--- src/rtl/divisor_pkg.sv ---
// Shared types and sizing helpers for the divisor result path.
//   TAMANYO        : default quotient/remainder width
//   DEPTH_DEF      : default result FIFO depth
//   result_t       : {coc, res} payload captured from the divider
//   counter_width  : bits needed to hold 0..depth inclusive
package divisor_pkg;

    localparam int unsigned TAMANYO   = 8;
    localparam int unsigned DEPTH_DEF = 8;

    // The payload is sized by TAMANYO; instantiate the FIFO with a
    // matching tamanyo.
    typedef struct packed {
        logic [TAMANYO-1:0] coc;
        logic [TAMANYO-1:0] res;
    } result_t;

    function automatic int unsigned counter_width(input int unsigned depth);
        return $clog2(depth + 1);
    endfunction

endpackage

--- src/rtl/divisor_result_mem.sv ---
// DEPTH x result_t register array: one synchronous write port, one
// asynchronous read port. The contents are not reset; the FIFO masks
// the read data whenever it is empty.
//   clk      : clock
//   we_i     : write enable
//   waddr_i  : write address
//   wdata_i  : write payload
//   raddr_i  : read address
//   rdata_o  : read payload (combinational)
module divisor_result_mem
    import divisor_pkg::*;
#(
    parameter int unsigned DEPTH = DEPTH_DEF,
    parameter int unsigned AW    = (DEPTH > 1) ? $clog2(DEPTH) : 1
) (
    input  logic          clk,
    input  logic          we_i,
    input  logic [AW-1:0] waddr_i,
    input  result_t       wdata_i,
    input  logic [AW-1:0] raddr_i,
    output result_t       rdata_o
);

    result_t mem_q [DEPTH];

    // Write port
    always_ff @(posedge clk) begin
        if (we_i) begin
            mem_q[waddr_i] <= wdata_i;
        end
    end

    // Asynchronous read port
    assign rdata_o = mem_q[raddr_i];

endmodule

--- src/rtl/divisor_result_fifo.sv ---
// Result buffer behind the pipelined divider. Captures {coc,res} on every
// done_in strobe, presents the head entry first-word-fall-through with a
// valid/ready handshake, tracks divisions still inside the pipeline and
// grants can_start only while every launched result is guaranteed a slot.
// Optional feature macro: RESULT_FIFO_STATS_EN (results_total, max_count).
//   clk, rst_n        : clock, synchronous active-low reset
//   start_in          : START issued to the divider this cycle
//   done_in           : divider DONE; coc_in/res_in valid
//   coc_in, res_in    : quotient / remainder from divider
//   can_start         : issuer may assert start next cycle
//   valid_out         : head entry available
//   ready_in          : consumer accepts head entry
//   coc_out, res_out  : head quotient / remainder (0 when empty)
//   count_out         : entries stored
//   err               : sticky protocol / overflow error
module divisor_result_fifo
    import divisor_pkg::*;
#(
    parameter int unsigned tamanyo = TAMANYO,
    parameter int unsigned DEPTH   = DEPTH_DEF,
    parameter int unsigned CW      = counter_width(DEPTH)
) (
    input  logic               clk,
    input  logic               rst_n,
    input  logic               start_in,
    input  logic               done_in,
    input  logic [tamanyo-1:0] coc_in,
    input  logic [tamanyo-1:0] res_in,
    output logic               can_start,
    output logic               valid_out,
    input  logic               ready_in,
    output logic [tamanyo-1:0] coc_out,
    output logic [tamanyo-1:0] res_out,
    output logic [CW-1:0]      count_out,
    output logic               err
`ifdef RESULT_FIFO_STATS_EN
    ,
    output logic [31:0]        results_total,
    output logic [CW-1:0]      max_count
`endif
);

    localparam int unsigned AW = (DEPTH > 1) ? $clog2(DEPTH) : 1;
    localparam int unsigned SW = CW + 1;

    logic [AW-1:0] wr_ptr_q, wr_ptr_d;
    logic [AW-1:0] rd_ptr_q, rd_ptr_d;
    logic [CW-1:0] count_q, count_d;
    logic [CW-1:0] inflight_q, inflight_d;
    logic          err_q, err_d;

    logic    push;
    logic    pop;
    logic    full;
    logic    wr_en;
    result_t wdata;
    result_t rdata;

    assign push  = done_in;
    assign pop   = valid_out & ready_in;
    assign full  = (count_q == CW'(DEPTH));
    // A push into a full FIFO is only kept when the head leaves the same cycle.
    assign wr_en = push & (~full | pop);

    assign wdata.coc = coc_in;
    assign wdata.res = res_in;

    divisor_result_mem #(
        .DEPTH (DEPTH),
        .AW    (AW)
    ) u_mem (
        .clk     (clk),
        .we_i    (wr_en),
        .waddr_i (wr_ptr_q),
        .wdata_i (wdata),
        .raddr_i (rd_ptr_q),
        .rdata_o (rdata)
    );

    // Outputs derived from registered state only
    assign valid_out = (count_q != '0);
    assign coc_out   = valid_out ? rdata.coc : '0;
    assign res_out   = valid_out ? rdata.res : '0;
    assign count_out = count_q;
    assign err       = err_q;
    // Credit ignores a same-cycle pop, so it can only under-grant.
    assign can_start = (SW'(count_q) + SW'(inflight_q)) < SW'(DEPTH);

    // Next-state for pointers, counters and error flag
    always_comb begin
        wr_ptr_d   = wr_ptr_q;
        rd_ptr_d   = rd_ptr_q;
        count_d    = count_q;
        inflight_d = inflight_q;
        err_d      = err_q;

        // DEPTH is a power of two, so pointers wrap naturally.
        if (wr_en) wr_ptr_d = wr_ptr_q + AW'(1);
        if (pop)   rd_ptr_d = rd_ptr_q + AW'(1);

        if (wr_en && !pop)      count_d = count_q + CW'(1);
        else if (pop && !wr_en) count_d = count_q - CW'(1);

        if (start_in && !done_in)      inflight_d = inflight_q + CW'(1);
        else if (done_in && !start_in) inflight_d = inflight_q - CW'(1);

        if (start_in && !can_start)         err_d = 1'b1;
        if (done_in && (inflight_q == '0))  err_d = 1'b1;
        if (push && !wr_en)                 err_d = 1'b1;
    end

    // State registers
    always_ff @(posedge clk) begin
        if (!rst_n) begin
            wr_ptr_q   <= '0;
            rd_ptr_q   <= '0;
            count_q    <= '0;
            inflight_q <= '0;
            err_q      <= 1'b0;
        end else begin
            wr_ptr_q   <= wr_ptr_d;
            rd_ptr_q   <= rd_ptr_d;
            count_q    <= count_d;
            inflight_q <= inflight_d;
            err_q      <= err_d;
        end
    end

`ifdef RESULT_FIFO_STATS_EN
    logic [31:0]   results_total_q, results_total_d;
    logic [CW-1:0] max_count_q, max_count_d;

    // Pop counter and occupancy high-water mark
    always_comb begin
        results_total_d = results_total_q;
        max_count_d     = max_count_q;
        if (pop) results_total_d = results_total_q + 32'd1;
        if (count_d > max_count_q) max_count_d = count_d;
    end

    always_ff @(posedge clk) begin
        if (!rst_n) begin
            results_total_q <= '0;
            max_count_q     <= '0;
        end else begin
            results_total_q <= results_total_d;
            max_count_q     <= max_count_d;
        end
    end

    assign results_total = results_total_q;
    assign max_count     = max_count_q;
`endif

endmodule

--- config.mk ---
export PLATFORM = sky130hd
export DESIGN_NAME = divisor_result_fifo
export DESIGN_NICKNAME = d
export VERILOG_FILES = /design/src/rtl/divisor_pkg.sv /design/src/rtl/divisor_result_mem.sv /design/src/rtl/divisor_result_fifo.sv
export SDC_FILE = /design/constraint.sdc
export NUM_CORES = 1
export LEC_CHECK = 0
export ABC_AREA = 1
export BUFFER_PORTS_ARGS = -buffer_cell sky130_fd_sc_hd__buf_2
export CAP_MARGIN = 40
export CELL_PAD_IN_SITES_DETAIL_PLACEMENT = 1
export CELL_PAD_IN_SITES_GLOBAL_PLACEMENT = 1
export CORE_MARGIN = 2
export CORE_UTILIZATION = 52
export DETAILED_ROUTE_END_ITERATION = 8
export PLACE_DENSITY_LB_ADDON = 0.1
export SLEW_MARGIN = 30
export SYNTH_ARGS = -nofsm -noshare
export SYNTH_HDL_FRONTEND = slang
export SYNTH_SLANG_ARGS = --single-unit
--- constraint.sdc ---
create_clock -name clk -period 5 [get_ports clk]
set_input_delay 1.5 -clock clk [delete_from_list [all_inputs] [get_ports clk]]
set_output_delay 1.5 -clock clk [all_outputs]
set_load 0.05 [all_outputs]
==> results of run 1 <==
==> worst min path at each step <==
stage                     to  slack, ns  cells past startpoint
6_report       inflight_q[3]       0.51                      2
5_1_grt        inflight_q[3]       0.54                      2
4_1_cts        inflight_q[3]       0.51                      2
3_5_place_dp       flip-flop       0.50                      2
3_3_place_gp       flip-flop       0.49                      2
2_1_floorplan      flip-flop       0.46                      2
==> worst min-delay path, stage by stage, from the launching register on <==
cell and delay, ns:
dfxtp_1 0.33, nand2_1 0.07, a21oi_1 0.05
==> layer usage <==
| layer | vias to the layer above | wire length, microns | GRT usage [%] | part of all wire (%) |
|---|---|---|---|---|
| met3 | 24 | 575 | 6.43 | 3.8 |
| met2 | 94 | 7840 | 42.6 | 52 |
| met1 | 2115 | 6360 | 32.3 | 42 |
| met4 | 0 | 307 | 10.4 | 2.0 |
| li1 | 1953 | - | - | - |
| met5 | - | 0 | 0 | 0 |
==> cells by family (layout without fill, tap and decap cells) <==
logic type | after synthesis | after routing
simple gates | 200 | 200
flops | 146 | 146
compound gates | 115 | 115
buf+inv | 46 | 112
fa+ha+maj | 13 | 13
xor+xnor | 5 | 5
==> layout by cell type (no fill, tap or decap), types with 4 or more instances in the layout <==
master / synthesis / routed
o22ai_1: 16 / 16
nor2_1: 134 / 134
o21ai_0: 54 / 54
clkbuf_16: 0 / 17
inv_1: 20 / 20
buf_2: 7 / 43
ha_1: 11 / 11
xor2_1: 5 / 5
dfxtp_1: 18 / 17
nand3_1: 8 / 7
o21ai_1: 17 / 17
clkinv_2: 0 / 4
buf_4: 5 / 13
nand2_1: 53 / 53
a21oi_1: 11 / 11
o211ai_1: 16 / 16
edfxtp_1: 128 / 128
==> registers in the layout, summed over array words and instances, names as in the netlist, named ones only <==
name         flops
count_out        4
rd_ptr_q         3
u_mem.mem_q    128
wr_ptr_q         3
err              1
inflight_q       4
==> area by class of cell <==
class                           count  area, sq um  area share, %
Inverter                           22         85.1           1.21
Clock buffer                       19          433           6.16
Clock inverter                     13          158           2.24
Tap cell                          143          179           2.55
Multi-Input combinational cell    333         1640           23.3
Sequential cell                   146         4210           59.8
Timing Repair Buffer               58          329           4.68
==> through the flow <==
| step | cell area, sq um | total power (W) |
|---|---|---|
| floorplan | 6080 | 0.00254 |
| global placement | 6400 | 0.00281 |
| detailed placement | 6430 | 0.00286 |
| CTS | 7020 | 0.00415 |
| global route | 7030 | 0.00433 |
| finish | 7030 | 0.00412 |
==> where the power goes <==
part | switching [W] | total (W) | internal (W)
clock network | 0.000491 | 0.00128 | 0.000786
logic | 0.00105 | 0.00138 | 0.000330
registers | 0.0000630 | 0.00146 | 0.00140
total | 0.00160 | 0.00412 | 0.00252
==> metrics.cfg, run 1 <==
[run_status]
run_status = completed

[synthesis]
synth_cell_types = 26
synthesis.instances = 525
synthTopCellsByArea = edfxtp_1 (63%), nor2_1 (8.3%), dfxtp_1 (5.9%)
synthMostInstantiatedCell = nor2_1
yosysTopAreaCell = edfxtp_1
ys_seq_elements = 146
synth_top_area_share_pct = 63.2
synth_top_family_by_area = simple AND/OR/NAND/NOR gates
synth.area.mux_share_pct = 0
avgSynthCellArea_sq_um = 11.6
ys.flop_type = edfxtp_1
syn_area_sq_um = 6080
synth_sequential_area_ratio_pct = 69.2
synth-xor-area-share_pct = 0.721
synth_warnings = 0
synth_top_cells_by_count = nor2_1 (134), edfxtp_1 (128), o21ai_0 (54)
synth-edff-count = 128
async_flop_share_pct = 0
synth_compound_area_share_pct = 10.5
synth_simple_gate_area_share_pct = 12.7
synth_adder_area_share_pct = 2.92
syn_nets = 559

[cts]
clk_latency_ns = 0.41
cts_resized = 0
path_clk_slew_ns = 0.06
h-tree-depth = 4
cts_tree = built
cts.sinks = 146
numCtsBuffers = 17
clock_path_buffers = 2
cts-root-buf = clkbuf_16
postCtsHoldBufs = 0
postCtsSetupBuffers = 0

[floorplan]
die_y_microns = 112
io_pins = 44
core_area_sq_um = 11400
die_w_microns = 112
rows = 39
start_util_pct = 53.2
die_area_sq_um = 12600

[placement]
gp_congestion = 0.755
port_buffers = 43
post-place-ws_ns = 1.37
dpl.hpwl_mm = 9.05
place_inst = 701

[setup_path]
cp-end-kind = primary output
slowest_stage = dfxtp_1
required_ns = 3.50
regToRegStartpoint = count_out[0]
r2r-end = count_out[3]
path_delay_family = flip-flops
cp.depth = 6
cp_data_arrival_time_ns = 2.55
cp.buffers_inverters = 2
cp_max_fo = 29
reg2reg_depth = 12
endpoint = res_out[3]
critPathKind = flip-flop to primary output
critical-path-max-stage-delay_ns = 0.74
cp-start-kind = flip-flop
r2r_setup_slack_ns = 2.16
crit_chain = buf_4 -> o21ai_0 -> o211ai_1 -> nand2_1 -> nor2_1 -> buf_2

[timing]
setup_viol = 0
fin_crit_sh_pct = 81.0
slew_headroom_pct = 54.2
fmax_ghz = 0.247
finalHoldViolations = 0
fin_crit_ns = 4.05
finalClockSkew_ns = 0.0108
slew_viol_final = 0
tightestPinTransition_ns = 0.686
fin_ws_ns = 0.949
rsz0062_at_grt = false
fin_tns_setup_ns = 0
worst_hold_slack_ns = 0.507

[worst_hold_path]
min-delay-start = inflight_q[3]
hp-class = flip-flop to flip-flop

[detailed_routing]
wl_per_cell_microns = 20.6
remaining_drc_errors = 0
drt_iter0_drc = 245
drt-total-wl_mm = 15.1
first_pass_iters = 4
vias = 4186
final_antenna_net_count = 0
via_per_inst = 5.70

[run]
timing.max_cap.violations = 0

[cells_and_area]
utilization_pct = 61.5
drive_above_1_share_pct = 15.7
syn_to_final_growth_pct = 15.6
fill_cells = 1193
antenna_cells = 0
final_cells = 734
nNetsFinal = 612

[global_routing]
first_global_vias = 4603
grt_usage_pct = 25.6
grt_pass1_wl_mm = 24.3
grt_start_max_net_pins = 65
antenna_found_initial = 0
globalRoute.totalOverflow = 0

[power]
p_leak_nw = 2.68
power-per-cell-area_nw_per_um2 = 586
irDropWorstVdd_v = 0.000352

(Power assumes the default switching activity.)
==> run 2, diff against run 1 <==
--- a/config.mk
+++ b/config.mk
@@ -11,7 +11,7 @@
 export CELL_PAD_IN_SITES_DETAIL_PLACEMENT = 1
 export CELL_PAD_IN_SITES_GLOBAL_PLACEMENT = 1
 export CORE_MARGIN = 2
-export CORE_UTILIZATION = 52
+export CORE_UTILIZATION = 44
 export DETAILED_ROUTE_END_ITERATION = 8
 export PLACE_DENSITY_LB_ADDON = 0.1
 export SLEW_MARGIN = 30
==> constraint.sdc (replaced) <==
create_clock -name clk -period 3.35 [get_ports clk]
set_input_delay 1.005 -clock clk [delete_from_list [all_inputs] [get_ports clk]]
set_output_delay 1.005 -clock clk [all_outputs]
set_load 0.05 [all_outputs]
==> metrics.cfg, run 2 (synthesis gave the netlist of run 1 again) <==
[run_status]
run_status = completed

[power]
cellInternalPower_w = 0.00387  ; +54%
pwr-share-clk_pct = 31.2  ; +0.2 points
p_leak_nw = 2.73  ; +1.9%
seq_power_share_pct = 35.2  ; -0.3 points
swShare_pct = 38.1  ; -0.80 points
p_switching_w = 0.00238  ; +49%
power_frac_comb_pct = 33.6  ; about the same
power-per-cell-area_nw_per_um2 = 873  ; +49%
irDropWorstVdd_v = 0.000379  ; +7.6%

[floorplan]
die_area_sq_um = 14800  ; +18%
start_util_pct = 45.5  ; -7.7 points
rows = 42  ; +7.7%
die_w_microns = 122  ; +8.4%
die_y_microns = 122  ; +8.4%
io_pins = 44  ; unchanged
core_area_sq_um = 13300  ; +17%

[placement]
dpl.hpwl_mm = 9.27  ; +2.5%
port_buffers = 43  ; unchanged
gp_congestion = 0.757  ; +0.26%
placed_area_sq_um = 6570  ; +2.1%

[detailed_routing]
wl_per_cell_microns = 19.3  ; -5.9%
via_per_inst = 5.30  ; -7.0%
drt_iter0_drc = 228  ; -6.9%
drt-total-wl_mm = 15.0  ; -0.40%
remaining_drc_errors = 0  ; unchanged
vias = 4119  ; -1.6%
final_antenna_net_count = 0  ; unchanged
first_pass_iters = 4  ; unchanged

[timing]
slew_headroom_pct = 71.4  ; +17 points
rsz0062_at_grt = false
fin_crit_sh_pct = 94.4
finalClockSkew_ns = 0.00421  ; -0.00660 ns
fin_tns_setup_ns = 0  ; unchanged
slew_viol_final = 0  ; unchanged
fmax_ghz = 0.316
setup_viol = 0  ; unchanged
finalHoldViolations = 0  ; unchanged
tightestPinTransition_ns = 0.430  ; -0.257 ns
fin_crit_ns = 3.16

[cts]
cts-root-buf = clkbuf_16
postCtsSetupBuffers = 0  ; unchanged
postCtsHoldBufs = 0  ; unchanged
path_clk_slew_ns = 0.06  ; about the same
cts.sinks = 146  ; unchanged
h-tree-depth = 4  ; unchanged
numCtsBuffers = 17  ; unchanged
clock_path_buffers = 2  ; unchanged
clk_latency_ns = 0.42  ; about the same
cts_resized = 0  ; unchanged
cts_tree = built

[setup_path]
slowest_stage = dfxtp_2
cp-end-kind = primary output
cp-start-kind = flip-flop
cp_data_arrival_time_ns = 2.16  ; -0.39 ns
critical-path-max-stage-delay_ns = 0.56  ; -0.18 ns
critPathKind = flip-flop to primary output
crit_chain = buf_6 -> nor2_1 -> nor2_1 -> o21ai_1 -> o211ai_1 -> nand2_1 -> nor2_1 -> buf_2
cp_max_fo = 29  ; unchanged
cpMostUsedCell = nor2_1
required_ns = 2.34  ; -1.16 ns

[global_routing]
grt_pass1_wl_mm = 23.5  ; -3.1%
first_global_vias = 4289  ; -6.8%
grt_start_max_net_pins = 41  ; -37%
antenna_found_initial = 0  ; unchanged
grt_usage_pct = 21.8  ; -3.7 points
globalRoute.totalOverflow = 0  ; unchanged

[run]
timing.max_cap.violations = 0  ; unchanged

[cells_and_area]
nNetsFinal = 623  ; +1.8%
final_cell_mix = nor2_1 (134), edfxtp_1 (128), o21ai_0 (54)
syn_to_final_growth_pct = 18.0
regMostFlops = u_mem.mem_q
final_area_sq_um = 7170  ; +2.0%
layout_commonest_cell = nor2_1
drive_above_1_share_pct = 17.0  ; +1.2 points
antenna_cells = 0  ; unchanged
largest_reg_flops = 128  ; unchanged

[worst_hold_path]
hp-class = flip-flop to flip-flop

[run 2: worst max-delay path: cells and delay by family, from the launching register on]
family          cells  cell delay, ns
buf+inv             2            0.58
simple gates        4            0.40
flops               1            0.56
compound gates      2            0.20
[run 2: final timing paths]
kind / cells past startpoint / slack, ns / to / from
worst min register to register: 2 / 0.51 / rd_ptr_q[0] / rd_ptr_q[0]
worst max-delay path: 8 / 0.19 / res_out[2] / flip-flop
worst min-delay path: 2 / 0.51 / rd_ptr_q[0] / rd_ptr_q[0]
worst max register to register: 13 / 0.79 / count_out[3] / count_out[0]
[run 2: layout make-up]
type	count	area, sq um
timing repair buffer	69	427
sequential	146	4210
clock inverter	11	163
multi-input combinational	333	1630
clock buffer	20	437
inverter	22	82.6
tap	176	220
fill	1425	6180
[run 2: per-stage QoR]
| step | instances | total power, W | utilization, % | setup slack, ns | hold WS (ns) |
|---|---|---|---|---|---|
| 2_1_floorplan | 525 | 0.00379 | - | 0.164 | 0.459 |
| 3_3_place_gp | 746 | 0.00429 | 49.2 | 0.513 | 0.486 |
| 3_5_place_dp | 746 | 0.00436 | 49.2 | 0.397 | 0.498 |
| 4_1_cts | 777 | 0.00632 | 53.7 | 0.000431 | 0.508 |
| 5_1_grt | 777 | 0.00656 | 53.7 | 0.0193 | 0.536 |
| 6_report | 777 | 0.00626 | 53.7 | 0.188 | 0.510 |
[run 2: power groups by stage]
stage	registers, W	logic [W]	clock network [W]
detailed placement	0.00224	0.00211	0
global route	0.00222	0.00229	0.00205
finish	0.00221	0.00210	0.00195
floorplan	0.00228	0.00151	0
CTS	0.00221	0.00213	0.00198
global placement	0.00223	0.00206	0
[run 2: routing by layer]
metal,up-vias,global-route usage (%),share of wire [%]
met5,-,0,0
met4,0,7.69,1.6
met3,23,4.32,3.8
met2,75,37.5,51
met1,2053,27.7,44
li1,1968,-,-
